`config.mk`:
```
export PLATFORM = sky130hd
export DESIGN_NAME = h264_pixel_packer
export DESIGN_NICKNAME = d
export VERILOG_FILES = /design/src/rtl/h264_pixel_packer.sv
export SDC_FILE = /design/constraint.sdc
export NUM_CORES = 1
export LEC_CHECK = 0
export CAP_MARGIN = 20
export CORE_MARGIN = 3
export CORE_UTILIZATION = 53
export DETAILED_ROUTE_END_ITERATION = 6
export GPL_TIMING_DRIVEN = 1
export PLACE_DENSITY_LB_ADDON = 0.12
export SYNTH_ARGS = -nofsm -noshare
export SYNTH_HDL_FRONTEND = slang
export SYNTH_SLANG_ARGS = --single-unit
```
`constraint.sdc`:
```
create_clock -name clk -period 4.4 [get_ports clk]
set_input_delay 0.88 -clock clk [delete_from_list [all_inputs] [get_ports clk]]
set_output_delay 0.88 -clock clk [all_outputs]
set_load 0.01 [all_outputs]
```
`src/rtl/h264_pixel_packer.sv`:
```
// h264_pixel_packer
// Packs an 8-bit pixel byte stream into 64-bit little-endian words for the
// encoder pixel FIFO. It enforces frame framing, pads the last word of a
// frame and throttles the source from the FIFO write-side fill level.
module h264_pixel_packer #(
    parameter logic [7:0] PAD_BYTE     = 8'h00,
    parameter logic [7:0] AFULL_THRESH = 8'd56
) (
    input  logic        clk,
    input  logic        rst,
    input  logic [7:0]  s_data,
    input  logic        s_valid,
    input  logic        s_sof,
    input  logic        s_eof,
    output logic        s_ready,
    output logic [63:0] fifo_data,
    output logic        fifo_wrreq,
    input  logic [7:0]  fifo_wrusedw,
    output logic [15:0] frame_cnt,
    output logic [7:0]  err_cnt,
    output logic        busy
);

    localparam logic [0:0] ST_IDLE   = 1'b0;
    localparam logic [0:0] ST_ACTIVE = 1'b1;

    localparam logic [63:0] PAD_WORD = {8{PAD_BYTE}};

    logic [0:0]  state;
    logic [2:0]  idx;
    logic [63:0] word_reg;

    logic        accept;
    logic        restart;
    logic [2:0]  lane;
    logic [63:0] merged;

    assign accept  = s_valid && s_ready;
    assign restart = s_sof;
    assign busy    = (state == ST_ACTIVE);

    // Work out where the incoming byte lands and the word it produces; a
    // start-of-frame byte always begins a fresh all-pad word at lane 0.
    always_comb begin
        lane   = restart ? 3'd0 : idx;
        merged = restart ? PAD_WORD : word_reg;
        merged[{lane, 3'b000} +: 8] = s_data;
    end

    // Framing state machine, word assembly, FIFO write strobe and counters.
    always_ff @(posedge clk) begin
        if (rst) begin
            state      <= ST_IDLE;
            idx        <= 3'd0;
            word_reg   <= PAD_WORD;
            fifo_data  <= 64'h0;
            fifo_wrreq <= 1'b0;
            frame_cnt  <= 16'd0;
            err_cnt    <= 8'd0;
            s_ready    <= 1'b0;
        end else begin
            s_ready    <= (fifo_wrusedw < AFULL_THRESH);
            fifo_wrreq <= 1'b0;
            if (accept) begin
                if ((state == ST_IDLE) && !s_sof) begin
                    if (err_cnt != 8'hFF) begin
                        err_cnt <= err_cnt + 8'd1;
                    end
                end else begin
                    if ((state == ST_ACTIVE) && s_sof && (err_cnt != 8'hFF)) begin
                        err_cnt <= err_cnt + 8'd1;
                    end
                    if (s_eof) begin
                        fifo_data  <= merged;
                        fifo_wrreq <= 1'b1;
                        word_reg   <= PAD_WORD;
                        idx        <= 3'd0;
                        frame_cnt  <= frame_cnt + 16'd1;
                        state      <= ST_IDLE;
                    end else if (lane == 3'd7) begin
                        fifo_data  <= merged;
                        fifo_wrreq <= 1'b1;
                        word_reg   <= PAD_WORD;
                        idx        <= 3'd0;
                        state      <= ST_ACTIVE;
                    end else begin
                        word_reg   <= merged;
                        idx        <= lane + 3'd1;
                        state      <= ST_ACTIVE;
                    end
                end
            end
        end
    end

endmodule
```
-- Word-level counts from Yosys, hierarchy flattened
Index checks and enable logic that the tools add are counted.
- $add $sub $neg: 4
- order comparisons: 1
- equal/unequal tests: 3
- shift-type cells: 2
- multiplexer cells: 15
- bitwise logic cells: 3
- reductions and logical operators: 12
- operators with widths (operator ; count):
    2-to-1 mux 64 bit ; 5
    bitwise mux 64 bit ; 1
    variable shift 8 x 8 -> 64 bit (first input constant) ; 1
    indexed part select 8 x 8 -> 64 bit ; 1
    2-to-1 mux 8 bit ; 3
    adder 16 x 1 -> 16 bit (second input constant) ; 1
    2-to-1 mux 3 bit ; 3
    AND reduction 3 bit ; 3
    adder 8 x 1 -> 8 bit (second input constant) ; 1
    less-than comparator 8 x 6 -> 1 bit (second input constant) ; 1
    inequality test 8 bit (second input constant) ; 1
    negation 6 -> 8 bit ; 1
    logical AND 1 bit ; 4
    nonzero test 2 bit ; 2
    adder 3 x 1 -> 3 bit (second input constant) ; 1
    equality test 3 bit (second input constant) ; 1
    2-to-1 mux 1 bit ; 3
    NOT 1 bit ; 3
    OR reduction 3 bit ; 1
    inequality test 2 x 1 -> 1 bit (second input constant) ; 1
    AND reduction 2 bit ; 1
    zero test 1 bit ; 1
- flip-flop bits (word level): 158
- input bits: 21
- logic and storage cells: 48

-- Logic depth before layout (Yosys ltp)
Gate-level depths: netlist of run 1.
- depth in word-level cells: 6
- mapped depth: 11
- depth with buffers taken out: 9

-- Worst setup path after synthesis of run 1
No wires, ideal clock.
- kind: input to register
- start: input s_sof
- end: register word_reg[32]
- library setup time: 59 ps
- arrival: 3299 ps
- required time: 4341 ps
- path slack: 1042 ps
- stages on the path: 11
- buffers on the path: 3
- cell sequence: clkinv_1 > clkbuf_1 > nand2_1 > ha_1 > ha_1 > or4b_1 > buf_2 > or2_0 > buf_4 > nor3_4 > a22o_1
- cells in the longest elaborated chain, start to end: 6
- ends and longest elaborated chain (item ; line ; RTL):
    start: declaration ; 13 ; input logic s_sof,
    2-to-1 mux 3 bit ; 45 ; lane = restart ? 3'd0 : idx;
    negation 6 -> 8 bit ; 47 ; merged[{lane, 3'b000} +: 8] = s_data;
    indexed part select 8 x 8 -> 64 bit or variable shift 8 x 8 -> 64 bit (tied branches) ; 47 ;
    bitwise mux 64 bit ; 47 ;
    2-to-1 mux 64 bit ; 80 ; end else if (lane == 3'd7) begin
    2-to-1 mux 64 bit ; 73 ; if (s_eof) begin
    end signal: assignment ; 87 ; word_reg <= merged;
    end: declaration ; 31 ; logic [63:0] word_reg;
Parallel ways exist; a longest one is shown, timed or not.
A chain may end at the register's enable or synchronous reset.

-- Worst setup path after layout of run 1
- start: input s_sof
- end: register word_reg[35]
The elaborated chain is that of the path after synthesis.

==> results of run 1 <==
==> routing by layer <==
layer | GRT usage | part of all wire | up-vias
met2 | 0.386 | 0.47 | 169
met4 | 0.0880 | 0.018 | 0
met3 | 0.0528 | 0.053 | 28
met5 | 0 | 0 | -
li1 | - | - | 2910
met1 | 0.310 | 0.46 | 2810
==> cell families after synthesis <==
logic type	Yosys count	share of synthesized area
buffers and inverters	88	0.0500
XOR/XNOR	12	0.0153
AO/OA/AOI/OAI	205	0.202
multiplexers	51	0.0750
adder cells (fa/ha/maj)	9	0.0164
flip-flops	158	0.459
AND/OR/NAND/NOR	254	0.182
==> power by group through the flow <==
stage / Combinational, uW / Sequential [uW] / Clock [uW]
after floorplan: 57.5 / 1480 / 0
after global placement: 109 / 1470 / 0
after detailed placement: 111 / 1480 / 0
after CTS: 112 / 1440 / 1550
after global routing: 122 / 1440 / 1620
final: 113 / 1440 / 1540
==> worst max-delay path: stages <==
cell and delay (ns):
clkdlybuf4s50_1 0.68, nand2b_1 0.30, ha_1 0.21, ha_1 0.35
or4b_1 0.68, or2_0 0.45, nor3_4 0.36, a22o_1 0.19
==> how the worst min path moves through the flow <==
stage                         startpoint                        end  slack (ns)  cells past startpoint
6_report       word_reg[13]$_SDFFE_PP0P_  word_reg[13]$_SDFFE_PP0P_        0.45                      2
5_1_grt        word_reg[13]$_SDFFE_PP0P_  word_reg[13]$_SDFFE_PP0P_        0.47                      2
4_1_cts        word_reg[13]$_SDFFE_PP0P_  word_reg[13]$_SDFFE_PP0P_        0.45                      2
3_5_place_dp   word_reg[13]$_SDFFE_PP0P_  word_reg[13]$_SDFFE_PP0P_        0.44                      2
3_3_place_gp    word_reg[8]$_SDFFE_PP0P_   word_reg[8]$_SDFFE_PP0P_        0.43                      2
2_1_floorplan  word_reg[10]$_SDFFE_PP0P_  word_reg[10]$_SDFFE_PP0P_        0.42                      2
==> placed cells by master (no fill, tap or decap), types with 2 or more instances in the layout <==
| cell | n |
|---|---|
| dfxtp_1 | 158 |
| clkdlybuf4s50_1 | 107 |
| nand2_1 | 77 |
| nor2_1 | 56 |
| a21oi_1 | 49 |
| mux2i_1 | 46 |
| o21ai_0 | 41 |
| a22o_1 | 35 |
| inv_1 | 33 |
| a211oi_1 | 30 |
| nor2b_1 | 29 |
| o21a_1 | 27 |
| nand3_1 | 19 |
| clkbuf_16 | 17 |
| nor3_1 | 12 |
| nand3b_1 | 11 |
| buf_4 | 11 |
| nand2b_1 | 10 |
| ha_1 | 9 |
| a22oi_1 | 8 |
| and3_1 | 7 |
| nand4_1 | 7 |
| xor2_1 | 7 |
| or3_1 | 6 |
| nor4_1 | 5 |
| xnor2_1 | 5 |
| mux2_2 | 5 |
| o31ai_1 | 5 |
| or4_1 | 5 |
| clkinvlp_4 | 4 |
| bufinv_16 | 4 |
| o211ai_1 | 3 |
| clkinv_2 | 3 |
| nor2_4 | 2 |
| clkbuf_8 | 2 |
| buf_12 | 2 |
==> stage by stage <==
stage / power (uW) / worst slack, ns
after floorplan: 1540 / 1.04
after global placement: 1580 / 0.418
after detailed placement: 1590 / 0.331
after CTS: 3110 / 0.751
after global routing: 3180 / 0.481
final: 3090 / 0.656
==> final cells by class <==
type                       count  area (sq um)  share of cell area
inverter                      34           128              0.0146
multi-input combinational    531          3410               0.391
clock buffer                  20           457              0.0523
tap                          172           215              0.0246
timing repair buffer         121          1200               0.137
sequential                   158          3160               0.362
clock inverter                11           165              0.0189
==> flow_metrics.env, run 1 <==
export IMPL_worst_pin_slew_ns=0.792
export IMPL_path_max_fanout=17
export IMPL_nFillCells=986
export IMPL_worst_hold_slack_ns=0.447
export IMPL_report_final_hold_viol_count=0
export IMPL_finalSetupViolCount=0
export IMPL_reg2reg_depth=7
export IMPL_synth_edff_count=0
export IMPL_grt_pass1_wl_microns=27800
export IMPL_start_util=0.543
export IMPL_cp_end_kind="register"
export IMPL_wl_microns=17100
export IMPL_slew_viol_final=0
export IMPL_combPwrFrac=0.036
export IMPL_coreArea_sq_um=12700
export IMPL_cts_sinks=158
export IMPL_postCtsSetupBuffers=0
export IMPL_track_usage=0.237
export IMPL_seq_power_share=0.467
export IMPL_dr_pass1_iters=5
export IMPL_maxSlewHeadroom=0.470
export IMPL_static_leakage_power_uw=0.00303
export IMPL_clock_fmax_ghz=0.267
export IMPL_yosys_top_cells_count="158 x dfxtp_1, 77 x nand2_1, 58 x nor2_1"
export IMPL_die_area_sq_um=14400
export IMPL_ff2ff_setup_slack_ns=1.56
export IMPL_final_nets=893
export IMPL_synth_ff_type="dfxtp_1"
export IMPL_r2r_start="idx[0]$_SDFFE_PP0P_"
export IMPL_seq_area_frac_synth=0.459
export IMPL_cts_tree="done"
export IMPL_synth_seq_cells=158
export IMPL_dp_cells=1015
export IMPL_ant_nets=0
export IMPL_drc=0
export IMPL_rsz0062_at_grt="false"
export IMPL_drt_iter0_markers=543
export IMPL_synth_area_sq_um=6890
export IMPL_hold_path_class="reg -> reg"
export IMPL_numCtsBuffers=17
export IMPL_netSwitchingPower_uw=638
export IMPL_p_int_uw=2460
export IMPL_synth_warnings=0
export IMPL_post_cts_resized=0
export IMPL_die_w_microns=120
export IMPL_fin_crit_ns=3.74
export IMPL_critPathArrivalTime_ns=4.11
export IMPL_overflow=0
export IMPL_rows=41
export IMPL_synthTopCellsByArea="dfxtp_1 46%, mux2i_1 6.7%, a22o_1 4.5%, nand2_1 4.2%, a21oi_1 3.6%"
export IMPL_power_density_nw_per_um2=354
export IMPL_worstSetupStartpoint="s_sof"
export IMPL_cts_hold_buf=0
export IMPL_post_dp_hpwl_microns=12000
export IMPL_dieHeight_microns=120
export IMPL_area_growth_pct=26.9
export IMPL_placed_area_sq_um=8100
export IMPL_syn_num_nets=807
export IMPL_n_antenna_cell=0
export IMPL_worstPathRequired_ns=4.76
export IMPL_ios=112
export IMPL_vias=5917
export IMPL_critPathCapture="word_reg[35]$_SDFFE_PP0P_"
export IMPL_worstReg2RegEnd="word_reg[35]$_SDFFE_PP0P_"
export IMPL_finalCritPeriodShare=0.851
export IMPL_synth_top_area_share=0.459
export IMPL_clkSlewWorstSetupHoldPaths_ns=0.06
export IMPL_cap_violations=0
export IMPL_fin_util=0.690
export IMPL_netlist_instances=777
export IMPL_worstSetupPathType="in -> reg"
export IMPL_vias_per_cell=5.65
export IMPL_cts_root_buf="clkbuf_16"
export IMPL_status="finished clean"
export IMPL_layout_cells_non_filler=1047
export IMPL_io_buffers=108
export IMPL_setup_tns_ns=0
export IMPL_grt_max_degree=59
export IMPL_final_area_sq_um=8740
export IMPL_cp_start_kind="primary input"
export IMPL_synthArstFlopShare=0
export IMPL_wl_per_cell_microns=16.3
export IMPL_grt_pass1_vias=5683
export IMPL_skew_ns=0.00541
export IMPL_irDropWorstVdd_v=0.000253
export IMPL_cts_htree_levels=4
export IMPL_place_gp_congestion=0.930
export IMPL_clk_insertion_delay_late_ns=0.42
export IMPL_layout_drive_gt1_share=0.0640
export IMPL_antenna_found_initial=0
export IMPL_syn_avg_cell_area_sq_um=8.86
export IMPL_yosysMostFrequentCell="dfxtp_1"
export IMPL_cts_buffer_depth=2
export IMPL_yosysTopAreaCell="dfxtp_1"
export IMPL_switching_share=0.206
export IMPL_yosysUniqueCellTypes=47
export IMPL_p_clk_frac=0.497
Note: power is estimated with default switching activity, not from simulation.
==> inputs of run 2 (changes only) <==
- CTS_CLUSTER_SIZE: default -> 10
==> results of run 2 <==
Final layout, timing and power as in run 1 (identical DEF).
